[src/rtl/dual_port_ram_pkg.sv]
// Shared types and defaults for the parametrised simple-dual-port RAM.
// Imported by the interface, the read pipeline and the top.
package dual_port_ram_pkg;

  typedef enum logic {
    LowLatency,
    HighPerf
  } perf_e;

  typedef enum logic {
    StInit,
    StRun
  } ram_state_e;

  localparam int unsigned RamWidthDef = 8;
  localparam int unsigned RamDepthDef = 32;

  // Bits needed to encode addresses 0..depth-1 (at least one).
  function automatic int unsigned addr_width(input int unsigned depth);
    int unsigned w = 1;
    while (((depth - 1) >> w) != 0) begin
      w++;
    end
    return w;
  endfunction

endpackage

[src/rtl/dual_port_ram_if.sv]
// Request/response bundle of the dual-port RAM: write port A, read port B,
// clear request and the tagged read response.
interface dual_port_ram_if
  import dual_port_ram_pkg::*;
#(
  parameter int unsigned RAM_WIDTH = RamWidthDef,
  parameter int unsigned ADDR_W    = addr_width(RamDepthDef)
);

  logic                 clr;
  logic                 a_en;
  logic                 a_wen;
  logic [ADDR_W-1:0]    a_addr;
  logic [RAM_WIDTH-1:0] a_data;
  logic                 b_en;
  logic [ADDR_W-1:0]    b_addr;
  logic [RAM_WIDTH-1:0] rd_data;
  logic [ADDR_W-1:0]    rd_addr;
  logic                 rd_dv;
  logic                 busy;

  modport master (
    output clr, a_en, a_wen, a_addr, a_data, b_en, b_addr,
    input  rd_data, rd_addr, rd_dv, busy
  );

  modport slave (
    input  clr, a_en, a_wen, a_addr, a_data, b_en, b_addr,
    output rd_data, rd_addr, rd_dv, busy
  );

endinterface

[src/rtl/dual_port_ram_rd_pipe.sv]
// Read response pipeline: one register stage for LowLatency, two for HighPerf.
// Data and address hold their last value; only dv pulses.
module dual_port_ram_rd_pipe
  import dual_port_ram_pkg::*;
#(
  parameter int unsigned RAM_WIDTH = RamWidthDef,
  parameter int unsigned ADDR_W    = 5,
  parameter perf_e       PERF      = LowLatency
) (
  input  logic                 clk,
  input  logic                 rstn,
  input  logic                 in_dv,
  input  logic [RAM_WIDTH-1:0] in_data,
  input  logic [ADDR_W-1:0]    in_addr,
  output logic                 rd_dv,
  output logic [RAM_WIDTH-1:0] rd_data,
  output logic [ADDR_W-1:0]    rd_addr
);

  typedef struct packed {
    logic                 dv;
    logic [ADDR_W-1:0]    addr;
    logic [RAM_WIDTH-1:0] data;
  } rd_beat_t;

  rd_beat_t s1_q;
  rd_beat_t beat_out;

  always_ff @(posedge clk or negedge rstn) begin
    if (!rstn) begin
      s1_q <= '0;
    end else begin
      s1_q.dv <= in_dv;
      if (in_dv) begin
        s1_q.addr <= in_addr;
        s1_q.data <= in_data;
      end
    end
  end

  if (PERF == HighPerf) begin : g_high_perf
    rd_beat_t s2_q;

    // Second stage copies the already captured word, so later writes cannot alter it.
    always_ff @(posedge clk or negedge rstn) begin
      if (!rstn) begin
        s2_q <= '0;
      end else begin
        s2_q.dv <= s1_q.dv;
        if (s1_q.dv) begin
          s2_q.addr <= s1_q.addr;
          s2_q.data <= s1_q.data;
        end
      end
    end

    assign beat_out = s2_q;
  end else begin : g_low_latency
    assign beat_out = s1_q;
  end

  assign rd_dv   = beat_out.dv;
  assign rd_addr = beat_out.addr;
  assign rd_data = beat_out.data;

endmodule

[src/rtl/dual_port_ram.sv]
// Simple-dual-port RAM with write-first bypass, out-of-range protection and a
// clear engine that zeroes the array after reset or on a clr request.
module dual_port_ram
  import dual_port_ram_pkg::*;
#(
  parameter int unsigned RAM_WIDTH = RamWidthDef,
  parameter int unsigned RAM_DEPTH = RamDepthDef,
  parameter perf_e       PERF      = LowLatency
) (
  input logic           clk,
  input logic           rstn,
  dual_port_ram_if.slave bus
);

  localparam int unsigned ADDR_W = addr_width(RAM_DEPTH);

  ram_state_e           state_q;
  logic [ADDR_W-1:0]    clr_cnt_q;
  logic [RAM_WIDTH-1:0] mem_q [RAM_DEPTH];

  logic                 busy;
  logic                 a_in_range;
  logic                 b_in_range;
  logic                 wr_en;
  logic                 rd_req;
  logic [RAM_WIDTH-1:0] rd_word;

  assign busy       = (state_q == StInit);
  assign a_in_range = (32'(bus.a_addr) < RAM_DEPTH);
  assign b_in_range = (32'(bus.b_addr) < RAM_DEPTH);
  assign wr_en      = bus.a_en & bus.a_wen & a_in_range & ~busy;
  assign rd_req     = bus.b_en & ~busy;

  always_ff @(posedge clk or negedge rstn) begin
    if (!rstn) begin
      state_q   <= StInit;
      clr_cnt_q <= '0;
    end else begin
      unique case (state_q)
        StInit: begin
          if (clr_cnt_q == ADDR_W'(RAM_DEPTH - 1)) begin
            state_q <= StRun;
          end else begin
            clr_cnt_q <= clr_cnt_q + 1'b1;
          end
        end
        StRun: begin
          if (bus.clr) begin
            state_q   <= StInit;
            clr_cnt_q <= '0;
          end
        end
      endcase
    end
  end

  // Array is never reset; the clear engine zeroes it one word per cycle.
  always_ff @(posedge clk) begin
    if (busy) begin
      mem_q[clr_cnt_q] <= '0;
    end else if (wr_en) begin
      mem_q[bus.a_addr] <= bus.a_data;
    end
  end

  always_comb begin
    rd_word = '0;
    if (b_in_range) begin
      rd_word = (wr_en && (bus.a_addr == bus.b_addr)) ? bus.a_data : mem_q[bus.b_addr];
    end
  end

  dual_port_ram_rd_pipe #(
    .RAM_WIDTH(RAM_WIDTH),
    .ADDR_W   (ADDR_W),
    .PERF     (PERF)
  ) u_rd_pipe (
    .clk    (clk),
    .rstn   (rstn),
    .in_dv  (rd_req),
    .in_data(rd_word),
    .in_addr(bus.b_addr),
    .rd_dv  (bus.rd_dv),
    .rd_data(bus.rd_data),
    .rd_addr(bus.rd_addr)
  );

  assign bus.busy = busy;

endmodule

[src/flat_wrapper.sv]
// flat-port wrapper written by rule: the top's interface ports become plain ports
module dual_port_ram_flat import dual_port_ram_pkg::*;
#(
  parameter int unsigned RAM_WIDTH = RamWidthDef,
  parameter int unsigned RAM_DEPTH = RamDepthDef,
  parameter perf_e       PERF      = LowLatency
)
  (clk, rstn, bus_clr, bus_a_en, bus_a_wen, bus_a_addr, bus_a_data, bus_b_en, bus_b_addr, bus_rd_data, bus_rd_addr, bus_rd_dv, bus_busy);
  dual_port_ram_if #(.RAM_WIDTH(RAM_WIDTH), .ADDR_W(5)) bus_i ();
  input logic clk;
  input logic rstn;
  input wire logic [$bits(bus_i.clr)-1:0] bus_clr;
  input wire logic [$bits(bus_i.a_en)-1:0] bus_a_en;
  input wire logic [$bits(bus_i.a_wen)-1:0] bus_a_wen;
  input wire logic [$bits(bus_i.a_addr)-1:0] bus_a_addr;
  input wire logic [$bits(bus_i.a_data)-1:0] bus_a_data;
  input wire logic [$bits(bus_i.b_en)-1:0] bus_b_en;
  input wire logic [$bits(bus_i.b_addr)-1:0] bus_b_addr;
  output wire logic [$bits(bus_i.rd_data)-1:0] bus_rd_data;
  output wire logic [$bits(bus_i.rd_addr)-1:0] bus_rd_addr;
  output wire logic [$bits(bus_i.rd_dv)-1:0] bus_rd_dv;
  output wire logic [$bits(bus_i.busy)-1:0] bus_busy;
  assign bus_i.clr = bus_clr;
  assign bus_i.a_en = bus_a_en;
  assign bus_i.a_wen = bus_a_wen;
  assign bus_i.a_addr = bus_a_addr;
  assign bus_i.a_data = bus_a_data;
  assign bus_i.b_en = bus_b_en;
  assign bus_i.b_addr = bus_b_addr;
  assign bus_rd_data = bus_i.rd_data;
  assign bus_rd_addr = bus_i.rd_addr;
  assign bus_rd_dv = bus_i.rd_dv;
  assign bus_busy = bus_i.busy;
  dual_port_ram #(.RAM_WIDTH(RAM_WIDTH), .RAM_DEPTH(RAM_DEPTH), .PERF(PERF)) u_core (.clk(clk), .rstn(rstn), .bus(bus_i));
endmodule
[config.mk]
export PLATFORM = sky130hd
export DESIGN_NAME = dual_port_ram_flat
export DESIGN_NICKNAME = d
export VERILOG_FILES = /design/src/rtl/dual_port_ram_pkg.sv /design/src/rtl/dual_port_ram_if.sv /design/src/rtl/dual_port_ram_rd_pipe.sv /design/src/rtl/dual_port_ram.sv /design/src/flat_wrapper.sv
export SDC_FILE = /design/constraint.sdc
export NUM_CORES = 1
export LEC_CHECK = 0
export BUFFER_PORTS_ARGS = -buffer_cell sky130_fd_sc_hd__buf_2
export CAP_MARGIN = 5
export CORE_MARGIN = 2
export CORE_UTILIZATION = 56
export CTS_CLUSTER_DIAMETER = 150
export CTS_CLUSTER_SIZE = 30
export DETAILED_ROUTE_END_ITERATION = 8
export GPL_TIMING_DRIVEN = 0
export PLACE_DENSITY = 0.88
export SYNTH_ARGS = -nofsm -noshare
export SYNTH_HDL_FRONTEND = slang
export SYNTH_HIERARCHICAL = 1
export SYNTH_SLANG_ARGS = --single-unit
[constraint.sdc]
create_clock -name clk -period 2.1 [get_ports clk]
set_input_delay 0.315 -clock clk [delete_from_list [all_inputs] [get_ports clk]]
set_output_delay 0.315 -clock clk [all_outputs]
set_load 0.01 [all_outputs]
# ---- Word-level counts from Yosys, hierarchy flattened
# Memories as Yosys holds them, arrays and structs flattened. A register that Yosys moved wholly into a read port is not among the register bits.
# Index checks and enable logic that the tools add are counted.
dict set report classes {
  muxes 13
  bitwise_logic 4
  reduce_logical 3
  eq_ne 3
  add_sub_neg 1
}
# op count
set op_table {}
lappend op_table {{5-bit two-way mux} 3}
lappend op_table {{5-bit case mux with 2 select lines} 1}
lappend op_table {{8-bit two-way mux} 1}
lappend op_table {{8-bit OR reduction} 1}
lappend op_table {{1-bit two-way mux} 7}
lappend op_table {{5-bit by 1-bit adder with 5-bit output, second input constant} 1}
lappend op_table {{5-bit equality test, second input constant} 1}
lappend op_table {{2-bit != test, second input constant} 2}
lappend op_table {{1-bit AND} 3}
lappend op_table {{1-bit case mux with 2 select lines} 1}
lappend op_table {{2-bit AND reduction} 1}
lappend op_table {{1-bit logical NOT} 1}
lappend op_table {{1-bit inverter} 1}
dict set report word_totals {
  out_inout_bits 15
  mem_count 1
  ff_bits 12
  mem_bits_rw 256
  in_bits 24
  wordCells 29
}
# memory depth width rd rd_ports_with_merged_regs write_ports line
set memory_table {}
lappend memory_table {u_core.mem_q 32 8 1 1 1 dual_port_ram.sv:19} ;# logic [RAM_WIDTH-1:0] mem_q [RAM_DEPTH];

# ---- Longest topological paths before layout
dict set report logic_depth {
  depth_word 7
  mapped_depth 9
  mapped_depth_nobuf 6
}

# ---- Hierarchy
# The synthesis kept the hierarchy.
# module area_each_um2 seq_area_each_um2 cells_per_inst n_inst
set by_module_without_submodules {}
lappend by_module_without_submodules {dual_port_ram 10719.0 7837.5 572 1}
lappend by_module_without_submodules {dual_port_ram_rd_pipe 545.5 350.3 28 1}

# ---- Worst setup path after synthesis
# No wires, ideal clock.
dict set report synth_path {
  kind {input port to flip-flop}
  startpoint {input port bus_b_addr[0]}
  endpoint {register u_core/u_rd_pipe/rd_data[2] (netlist name)}
  required_ns 1.975
  setup_ns 0.125
  stages 7
  arrival_time_ns 1.965
  path_buffers 2
  path_slack_ns 0.010
  cell_sequence {buf_6 buf_12 mux4_2 mux4_2 nor2_1 o31ai_1 mux2_4}
}
# element line
set synth_rtl {}
lappend synth_rtl {{from (decl)} flat_wrapper.sv:18} ;# input wire logic [$bits(bus_i.b_addr)-1:0] bus_b_addr;

==> results.md <==
* Via Count at 6,702
* Final worst path period share at 106.3%
* Routability Congestion at 0.9132
* Syn_nets at 626
* Hold Path Class: in -> reg
* Placed instance area at 11,790 um^2
* I/O pin total at 39
* Slew headroom at between 30% and 40%
* Final ANT Viol Nets at 0
* Post-Place Setup Slack at -0.6093 ns
* Outcome: complete, but fails checks
* Register area share after synthesis at 72.69%
* P&R area growth vs syn at 16.23%
* Main flop type after synthesis: edfxtp_1
* Cells after Synth at 600
* TritonCTS buffer count at 13
* PnR worst setup slack at -0.1322 ns
* Core area at 19,590 um^2
* Final Max Slew Viols at 0
* Largest net degree at the start of global routing at 33
* Power Density at ~1000 nW/um^2
* Cell area after synthesis at 11,260 um^2
* Drt pass-1 iters at 5
* 1st-iter DRT viols at around 1,000
* Sink Count at 276
* Clock latency on the worst-skew pair at 0.49 ns
* Leading area contributor after synthesis: edfxtp_1
* Data required, critical path at 2.53 ns
* Synth area leaders: edfxtp_1, mux4_2, dfrtp_1
* Register bit total from synthesis at 276
* Final Hold Vio Count at 0
* First-pass GRT wire length at 41,010 um
* Initial antenna violation count at 0
* Max VDD drop at ~570 uV
* Max cap viols at 0
* CP Capture Type: register
* Antenna Cells at 0
* Hpwl dp at 16,920 um
* Critical path class: in -> reg
* # DRC at 0
* Yosys warning count at 6
* Fill cells at 1,106
* LEAKAGE at 0.004369 uW
* Die X at ~150 um
* Finished Cell Area at 13,090 um^2
* Minimum clock period at 2.232 ns
* Critical Path Start Type: primary input
* EDFF count, synth at 256
* Worst-margin pin slew at 0.9582 ns
* Share of layout cells above drive strength 1 at 34.85%
* Crit Path Max Fanout at 10
* Cell Rows at 51
* Maximum clock frequency at 448.0 MHz
* CTS Root Cell: clkbuf_16
* H-tree depth at 1
* Fin Setup TNS at -1.876 ns
* Synth top area share at 68.24%
* Initial Util at 57.50%
* Worst slack on hold paths at a little over 0.07 ns
* Register area at 8189 um^2
* Worst Skew at ~0.028 ns
* CP Data Arrival Time at 2.66 ns
* Failing checks: setup timing
* RSZ-0062 raised after global routing: true
* Die ar. at 21,270 um^2
* Worst path cell trace: buf_2 > buf_6 > buf_12 > buf_4 > nor2_4 > a22o_1 > nor4_4 > a211oi_4 > o31ai_1 > mux2_4
* FFs w/ async S/R, synth at just over 7%
* CTS tree: built
* Global route total overflow at 0
* Crit-path slowest cell: o31ai_1
* Final setup fails at 63
* CTS Buffer Depth at 3
* Synth unique cells at 43
* Buffers on Ports at 38
* CP max stage delay at 0.43 ns
* Vias in the first global route at between 6,000 and 7,000
* Detailed-route wire length at between 30,000 and 40,000 um
* DIE HEIGHT at 145.8 um
* Layout Nets at 700
* Area of the multi-input gates at 3319 um^2
* Vias per cell at 7.092
* WL/cell at about 32 um
* Syn avg cell area at 18.77 um^2
* Total track usage at 26.10%
* Clock-pin slew on the worst setup and hold paths at 0.11 ns
[final timing paths]
| path | slack, ns | end | cells after the start | from |
|---|---|---|---|---|
| max | -0.13 | u_core/u_rd_pipe/rd_data[2] | 10 | bus_b_addr[0] |
| min | 0.07 | u_core/clr_cnt_q[3] | 2 | bus_clr |
| max reg2reg | -0.10 | u_core/mem_q[0][6] | 5 | u_core/state_q |
| min reg2reg | 0.52 | u_core/u_rd_pipe/rd_addr[2] | 1 | u_core/u_rd_pipe/rd_addr[2] |
| max in group asynchronous | 1.50 | u_core/state_q | 2 | rstn |
| min in group asynchronous | 0.28 | u_core/clr_cnt_q[2] | 2 | rstn |
[synth_stat cells (6+ instances only)]
master / count
nor2_1: 46
dfrtp_1: 20
mux2i_1: 32
buf_4: 7
buf_2: 7
mux2_4: 10
o31ai_1: 9
a22oi_1: 6
o22ai_1: 6
mux2_2: 6
mux4_2: 48
and2_1: 10
a211oi_1: 15
buf_6: 10
nand2_1: 30
nor2b_1: 19
edfxtp_1: 256
[registers in the layout, summed over array words and instances (netlist names)]
name and cells:
u_core/clr_cnt_q 5, u_core/mem_q 256, u_core/u_rd_pipe/rd_addr 5, u_core/u_rd_pipe/rd_data 8, u_core/u_rd_pipe/rd_dv 1, u_core/state_q 1
[repair_timing]
item,4_1_cts,5_1_grt
endpoints found under the hold margin,20,0
pin swaps,14,20
resized for setup,82,56
hold buffers,1,0
endpoints found under the setup margin,519,296
buffers inserted,11,9
[area by class of cell]
| type | instances | area share, % |
|---|---|---|
| Sequential cell | 276 | 62.55 |
| Multi-Input combinational cell | 290 | 25.35 |
| Timing Repair Buffer | 59 | 4.396 |
| Clock buffer | 20 | 2.685 |
| Tap cell | 265 | 2.532 |
| Buffer | 30 | 2.141 |
| Clock inverter | 1 | 0.2294 |
| Inverter | 4 | 0.1147 |
[per-layer routing]
metal	part of all wire, %	track usage, %
met5	0	0
met4	7.2	10.83
met3	12	5.455
met2	48	42.52
met1	33	34.75
[worst max-delay path, delay by kind of cell]
kind                   cells  cell delay, ns
buffers and inverters      4            0.80
AOI/OAI and AO/OA          3            0.81
muxes                      1            0.24
and+or+nand+nor            2            0.46
[stage by stage]
step,util (%),instances,total power [uW]
detailed placement,60.16,903,9194
finish,66.83,945,13070
global placement,60.16,903,9004
global route,66.83,945,13360
floorplan,-,600,8353
CTS,64.71,936,12350
[cell families (layout without fill, tap and decap cells)]
logic type | Yosys count | in the layout | share of synthesized area [%]
adder cells (fa/ha/maj) | 2 | 2 | 0.2221
multiplexers | 99 | 99 | 15.07
AO/OA/AOI/OAI | 56 | 56 | 3.810
buffers and inverters | 34 | 114 | 2.288
flip-flops | 276 | 276 | 72.69
AND/OR/NAND/NOR | 126 | 126 | 5.376
XOR/XNOR | 7 | 7 | 0.5443
[where the power goes]
part	total [uW]	leakage, uW	internal, uW	switching (uW)
combinational	3150	0.00154	1220	1930
sequential	7080	0.00265	6710	371
clock	2830	0.000180	1210	1630
total	13100	0.00437	9140	3930
[placed cells by master, fill, tap and decap left out, types with 4 or more instances in the layout]
master,netlist,layout
nand3b_1,4,4
o22ai_1,6,6
nand2_1,30,21
dfrtp_1,20,19
nor2b_1,19,19
mux2i_1,32,30
a211oi_1,15,7
and3_1,4,4
a221oi_1,4,4
a22oi_1,6,4
o31ai_1,9,8
mux2_2,6,6
mux2_4,10,10
buf_4,7,8
buf_6,10,11
edfxtp_1,256,256
mux4_2,48,48
xnor2_1,4,4
and2_2,0,8
clkbuf_1,4,8
buf_2,7,42
nand2_4,0,8
clkbuf_16,0,13
a211oi_2,0,6
nor2_4,0,34
inv_1,4,4
nor2_1,46,13
buf_12,1,20
Power figures use the tool's default switching activity.
